`config.mk`:
```
export PLATFORM = sky130hd
export DESIGN_NAME = branch_prediction_unit
export DESIGN_NICKNAME = d
export VERILOG_FILES = /design/src/rtl/branch_pred_pkg.sv /design/src/rtl/saturating_counter_2bit.sv /design/src/rtl/branch_prediction_unit.sv
export SDC_FILE = /design/constraint.sdc
export NUM_CORES = 2
export LEC_CHECK = 0
export ABC_AREA = 0
export CAP_MARGIN = 20
export CORE_UTILIZATION = 56
export CTS_BUF_LIST = sky130_fd_sc_hd__clkbuf_4
export DETAILED_ROUTE_END_ITERATION = 10
export PLACE_DENSITY = 0.74
export SLEW_MARGIN = 40
export SYNTH_ARGS = -nofsm -noshare
export SYNTH_HDL_FRONTEND = slang
export SYNTH_HIERARCHICAL = 1
export SYNTH_SLANG_ARGS = --single-unit
```
`constraint.sdc`:
```
create_clock -name clk -period 5.7 [get_ports clk]
set_clock_uncertainty 0.1 [all_clocks]
set_input_delay 0.855 -clock clk [delete_from_list [all_inputs] [get_ports clk]]
set_output_delay 0.855 -clock clk [all_outputs]
set_load 0.1 [all_outputs]
```
`src/rtl/branch_pred_pkg.sv`:
```
// Shared encodings and field widths for the fetch-side branch predictor.
// Latency: n/a (declarations only).
// Backpressure: n/a.
package branch_pred_pkg;

    localparam int PC_W   = 32;
    localparam int CTR_W  = 2;

    localparam logic [PC_W-1:0] PC_INCREMENT = 32'd4;

    localparam logic [CTR_W-1:0] CTR_SNT = 2'b00;
    localparam logic [CTR_W-1:0] CTR_WNT = 2'b01;
    localparam logic [CTR_W-1:0] CTR_WT  = 2'b10;
    localparam logic [CTR_W-1:0] CTR_ST  = 2'b11;

endpackage

```
`src/rtl/saturating_counter_2bit.sv`:
```
// Next-state function of a 2-bit saturating direction counter.
// Latency: combinational.
// Backpressure: none.
module saturating_counter_2bit
    import branch_pred_pkg::*;
(
    input  logic [CTR_W-1:0] ctr,
    input  logic             taken,
    output logic [CTR_W-1:0] ctr_next
);

    always_comb begin
        ctr_next = ctr;
        if (taken) begin
            if (ctr != CTR_ST) ctr_next = ctr + 2'd1;
        end else begin
            if (ctr != CTR_SNT) ctr_next = ctr - 2'd1;
        end
    end

endmodule

```
`src/rtl/branch_prediction_unit.sv`:
```
// Direct-mapped tagged 2-bit-counter predictor with EX-side update, mispredict redirect and statistics.
// Latency: lookup and mispredict are combinational; table/counter updates visible the cycle after.
// Backpressure: none; one update per cycle accepted whenever Update_Valid is high.
module branch_prediction_unit
    import branch_pred_pkg::*;
#(
    parameter int               INDEX_BITS = 6,
    parameter int               TAG_BITS   = 8,
    parameter logic [CTR_W-1:0] CTR_INIT   = 2'b01
) (
    input  logic            clk,
    input  logic            rst,
    input  logic [PC_W-1:0] Fetch_PC,
    output logic            Predict_Taken,
    output logic [PC_W-1:0] Predicted_Target,
    input  logic            Update_Valid,
    input  logic [PC_W-1:0] Update_PC,
    input  logic            Update_Taken,
    input  logic [PC_W-1:0] Update_Target,
    input  logic            Update_Pred_Taken,
    input  logic [PC_W-1:0] Update_Pred_Target,
    output logic            Mispredict,
    output logic [PC_W-1:0] Redirect_PC,
    output logic [PC_W-1:0] Branch_Count,
    output logic [PC_W-1:0] Mispredict_Count
);

    localparam int ENTRIES = 1 << INDEX_BITS;
    localparam int TAG_LSB = INDEX_BITS + 2;

    logic                  valid_q  [ENTRIES];
    logic [TAG_BITS-1:0]   tag_q    [ENTRIES];
    logic [PC_W-1:0]       target_q [ENTRIES];
    logic [CTR_W-1:0]      ctr_q    [ENTRIES];

    logic [INDEX_BITS-1:0] f_idx, u_idx;
    logic [TAG_BITS-1:0]   f_tag, u_tag;
    logic                  f_hit, u_hit;
    logic [CTR_W-1:0]      u_ctr_next;

    assign f_idx = Fetch_PC[INDEX_BITS+1:2];
    assign f_tag = Fetch_PC[TAG_LSB +: TAG_BITS];
    assign u_idx = Update_PC[INDEX_BITS+1:2];
    assign u_tag = Update_PC[TAG_LSB +: TAG_BITS];

    // Low PC bits and bits above the tag never take part in indexing or matching.
    logic unused_pc_bits;
    assign unused_pc_bits = ^{Fetch_PC[1:0], Fetch_PC[PC_W-1:TAG_LSB+TAG_BITS],
                              Update_PC[1:0], Update_PC[PC_W-1:TAG_LSB+TAG_BITS]};

    assign f_hit = valid_q[f_idx] && (tag_q[f_idx] == f_tag);
    assign u_hit = valid_q[u_idx] && (tag_q[u_idx] == u_tag);

    assign Predict_Taken    = f_hit && ctr_q[f_idx][CTR_W-1];
    assign Predicted_Target = Predict_Taken ? target_q[f_idx] : Fetch_PC + PC_INCREMENT;

    assign Mispredict  = Update_Valid &&
                         ((Update_Taken != Update_Pred_Taken) ||
                          (Update_Taken && (Update_Target != Update_Pred_Target)));
    assign Redirect_PC = Update_Taken ? Update_Target : Update_PC + PC_INCREMENT;

    saturating_counter_2bit u_sat_ctr (
        .ctr      (ctr_q[u_idx]),
        .taken    (Update_Taken),
        .ctr_next (u_ctr_next)
    );

    always_ff @(posedge clk) begin
        if (rst) begin
            for (int i = 0; i < ENTRIES; i++) begin
                valid_q[i]  <= 1'b0;
                tag_q[i]    <= '0;
                target_q[i] <= '0;
                ctr_q[i]    <= CTR_INIT;
            end
        end else if (Update_Valid) begin
            if (u_hit) begin
                ctr_q[u_idx] <= u_ctr_next;
                if (Update_Taken) target_q[u_idx] <= Update_Target;
            end else if (Update_Taken) begin
                // A taken miss evicts whatever aliased into this slot.
                valid_q[u_idx]  <= 1'b1;
                tag_q[u_idx]    <= u_tag;
                target_q[u_idx] <= Update_Target;
                ctr_q[u_idx]    <= CTR_WT;
            end
        end
    end

    always_ff @(posedge clk) begin
        if (rst) begin
            Branch_Count     <= '0;
            Mispredict_Count <= '0;
        end else begin
            if (Update_Valid && (Branch_Count != '1))
                Branch_Count <= Branch_Count + 32'd1;
            if (Mispredict && (Mispredict_Count != '1))
                Mispredict_Count <= Mispredict_Count + 32'd1;
        end
    end

endmodule
```
==> results_dict.tcl <==
set metrics [dict create \
    grt_antenna_before_repair 58 \
    dr.pass1.iters 9 \
    core_area_um2 241000 \
    clock_path_buffers 4 \
    power_mw 47.3 \
    leading_cell_types_in_the_layout_fill_and_taps_excluded "sky130_fd_sc_hd__edfxtp_1 (2688), sky130_fd_sc_hd__and3_1 (1115), sky130_fd_sc_hd__clkbuf_4 (1066)" \
    layout_commonest_cell "sky130_fd_sc_hd__edfxtp_1" \
    post_synth_mux_area_share_pct 15.8 \
    synth_fa_ha_area_share_pct 0.0533 \
    critical_path.endpoint_type "output pin" \
    synth_fp_nets 9641 \
    fin_tns_setup_ns -13.51 \
    maxCapViolations 0 \
    dp.final_hpwl_um 334000 \
    io_buffers 262 \
    track_usage_pct 43.5 \
    synthesis.instances 9504 \
    drt_drc_violations_left 0 \
    detail_route.wl_per_cell_um 38.5 \
    first_iter_violations 17800 \
    timing.final.setup_violations 33 \
    tritoncts "built" \
    p_leak_nw 58.0 \
    synth_xor_xnor_area_share_pct 0.985 \
    number_of_enable_flip_flop_cells_after_synthesis 2688 \
    ioPinCount 263 \
    synth_compound_gate_area_share_pct 4.01 \
    stdcell_area_um2 156000 \
    dieHeight_um 495 \
    timing.hold.worst.start "Update_Target[11]" \
    path_clk_slew_ns 0.06 \
    place_area_um2 147000 \
    p_seq_share_pct 50.7 \
    max_freq_ghz 0.163 \
    grt_overflow 0 \
    grt_max_degree 257 \
    floorplan.initialDensity_pct 56.5 \
    relSlewSlack_pct 32.5 \
    critical_path.reg2reg.startpoint "tag_q[59][0]" \
    synth.lib_cells_used.distinct 81 \
    setup_ws_ns -0.452 \
    critical_path_required_ns 4.74 \
    globalplace.congestion 1.05 \
    synth_area_um2 136000 \
    synth_top_cell_area_share_pct 59.3 \
    avgSynthCellArea_um2 14.3 \
    cts_root_buf "sky130_fd_sc_hd__clkbuf_4" \
    synth-async-reset-ratio_pct 0 \
    rsz0062_at_grt "true" \
    critical_path_peak_fanout 8 \
    viasPerCell 7.15 \
    wire_length_after_detailed_routing_um 536000 \
    comb_power_share_pct 12.1 \
    timing.final.max_slew_violations 0 \
    drt.antenna.violating_nets 0 \
    clkLatencyLatePin_ns 1.58 \
    hold_viol_final 0 \
    min_period_ns 6.15 \
    die_extent_in_x_um 495 \
    via_count 99600 \
    cp-start-kind "flop" \
    worst_ir_drop_vdd_uv 160 \
    tritoncts.num_buffers 736 \
    dp_slack_ns -0.324 \
    yosysWarningCount 6 \
    startpoint "tag_q[63][0]" \
    first_global_vias 96500 \
    netSwitchingPower_mw 12.7 \
    die_area_um2 245000 \
    synthFlopType "sky130_fd_sc_hd__edfxtp_1" \
    fin_util_pct 64.9 \
    post_synth_and_or_nand_nor_area_fraction_pct 14.6 \
    h-tree-depth 6 \
    hold_path_class "in2reg" \
    p_int_mw 34.6 \
    worst_ep_arrival_time_ns 5.20 \
    final_layout_size_suffix_gt1_share_pct 29.9 \
    global_route_wire_length_before_repair_um 735000 \
    share_clk_of_total_power_pct 37.2 \
    fill_cells 17400 \
    power.share.switching_pct 26.8 \
    ys_seq_area_share_pct 61.2 \
    worst_slew_pin_slew_ns 1.01 \
    synthTopCellsByArea "sky130_fd_sc_hd__edfxtp_1 (59%), sky130_fd_sc_hd__mux4_2 (14%), sky130_fd_sc_hd__and3_1 (5.1%)" \
    ff_latch_area_um2 83300 \
    fin_crit_sh_pct 108 \
    violations "setup timing" \
    syn2layout_area_growth_pct 14.8 \
    ys_seq_elements 2816 \
    main_combinational_cell_family_by_area_after_synthesis "multiplexers" \
    core.rowCount 180 \
    p_per_area_nw_per_um2 303 \
    multi_input_comb_area_um2 48800 \
    layout.nets 10400 \
    post-synth-top-area-cell "sky130_fd_sc_hd__edfxtp_1" \
    run_status "complete, but fails checks" \
    tritoncts_num_sinks 2816 \
    setup.worst_path.class "reg2out" \
]
-- worst paths after layout --
check	slack (ns)	to	cells past startpoint
setup / recovery	-0.45	Predicted_Target[0]	13
setup reg to reg	1.38	tag_q[27][1]	12
hold / removal	0.08	target_q[36][11]	3
hold reg to reg	0.39	valid_q[10]	1
-- critical path: stages, from the launching register on --
cell and delay [ns]:
sky130_fd_sc_hd__edfxtp_1 0.58, sky130_fd_sc_hd__mux4_2 0.55, sky130_fd_sc_hd__mux4_2 0.58, sky130_fd_sc_hd__nand3_1 0.13, sky130_fd_sc_hd__nand3_1 0.11, sky130_fd_sc_hd__buf_4 0.17, sky130_fd_sc_hd__xor2_1 0.14, sky130_fd_sc_hd__nor4_2 0.25
sky130_fd_sc_hd__buf_4 0.16, sky130_fd_sc_hd__nand4_1 0.13, sky130_fd_sc_hd__buf_12 0.21, sky130_fd_sc_hd__buf_16 0.19, sky130_fd_sc_hd__mux2_4 0.32, sky130_fd_sc_hd__buf_12 0.17
-- logic make-up (layout without fill, tap and decap cells) --
family                     after synthesis  after routing
and+or+nand+nor                       3495           3495
muxes                                 1093           1093
adders and majority gates                6              6
xor gates and xnor gates               153            153
other                                    0             35
AOI/OAI and AO/OA                      780            780
buffers and inverters                 1161           2366
DFF                                   2816           2816
-- sequential cells by signal (all words and copies together) (netlist names) --
signal / cells
target_q: 2048
ctr_q: 128
valid_q: 64
tag_q: 512
Mispredict_Count: 32
Branch_Count: 32
-- power by group through the flow --
stage | clock, mW | combinational [mW] | sequential [mW]
finish | 17.6 | 5.72 | 24.0
global route | 18.6 | 5.69 | 24.0
CTS | 17.6 | 5.48 | 23.9
detailed placement | 0 | 5.44 | 24.4
global placement | 0 | 5.40 | 24.3
floorplan | 0 | 2.84 | 24.2
-- final cells by class --
cell class	count	area share, %
clock buffers	1066	5.12
clock inverters	164	0.646
flip-flops and latches	2816	53.3
inverters	56	0.142
multi-input cells	5527	31.2
well taps	3185	2.55
diodes	35	0.0560
repair buffers	1080	7.01
-- timing repair --
item / in CTS / in global routing
buffers inserted: 1 / 1
endpoints found under the setup margin: 33 / 33
hold buffers: 26 / 0
hold endpoints to repair: 336 / 0
pin swaps: 6 / 0
cloned: 3 / 0
gates resized for setup: 26 / 4
-- synthesized netlist by cell type (8+ instances only) --
cell and count:
sky130_fd_sc_hd__a22oi_1 97, sky130_fd_sc_hd__clkbuf_1 871, sky130_fd_sc_hd__nor4_1 261, sky130_fd_sc_hd__dfxtp_1 128, sky130_fd_sc_hd__inv_1 52, sky130_fd_sc_hd__nand3_1 108, sky130_fd_sc_hd__o221ai_1 9, sky130_fd_sc_hd__nand4_1 56
sky130_fd_sc_hd__a221o_1 9, sky130_fd_sc_hd__nor2b_1 17, sky130_fd_sc_hd__and3_1 1117, sky130_fd_sc_hd__o22a_1 8, sky130_fd_sc_hd__edfxtp_1 2688, sky130_fd_sc_hd__o31ai_1 30, sky130_fd_sc_hd__and2_1 998, sky130_fd_sc_hd__nor3_1 44
sky130_fd_sc_hd__xnor2_1 70, sky130_fd_sc_hd__o32a_1 9, sky130_fd_sc_hd__a21o_1 18, sky130_fd_sc_hd__or3_1 10, sky130_fd_sc_hd__nand2b_1 16, sky130_fd_sc_hd__o21bai_1 33, sky130_fd_sc_hd__mux4_2 832, sky130_fd_sc_hd__buf_4 15
sky130_fd_sc_hd__a22o_1 82, sky130_fd_sc_hd__mux2_2 96, sky130_fd_sc_hd__o2bb2ai_1 16, sky130_fd_sc_hd__o21ai_0 158, sky130_fd_sc_hd__a211oi_1 19, sky130_fd_sc_hd__and4_1 9, sky130_fd_sc_hd__buf_2 155, sky130_fd_sc_hd__xor2_1 83
sky130_fd_sc_hd__o211ai_1 14, sky130_fd_sc_hd__mux2i_1 165, sky130_fd_sc_hd__a31oi_1 19, sky130_fd_sc_hd__nor2_1 480, sky130_fd_sc_hd__a21oi_1 95, sky130_fd_sc_hd__o22ai_1 66, sky130_fd_sc_hd__a221oi_1 52, sky130_fd_sc_hd__nand2_1 329
sky130_fd_sc_hd__buf_1 60
-- routing by layer --
| layer | up-vias | global-route usage, % | share of wire (%) |
|---|---|---|---|
| met1 | 49100 | 53.5 | 32 |
| met5 | - | 0.313 | 0.062 |
| met2 | 9756 | 62.6 | 43 |
| met4 | 38 | 33.5 | 9.1 |
| li1 | 38600 | - | - |
| met3 | 2114 | 16.0 | 16 |
-- metrics by stage --
stage                     hold WS, ns  std cells
after floorplan                 0.345       9504
after global placement          0.381      12600
after detailed placement        0.383      12600
after CTS                      0.0166      13900
after global routing           0.0360      13900
final                          0.0804      13900
Power figures use the tool's default switching activity.
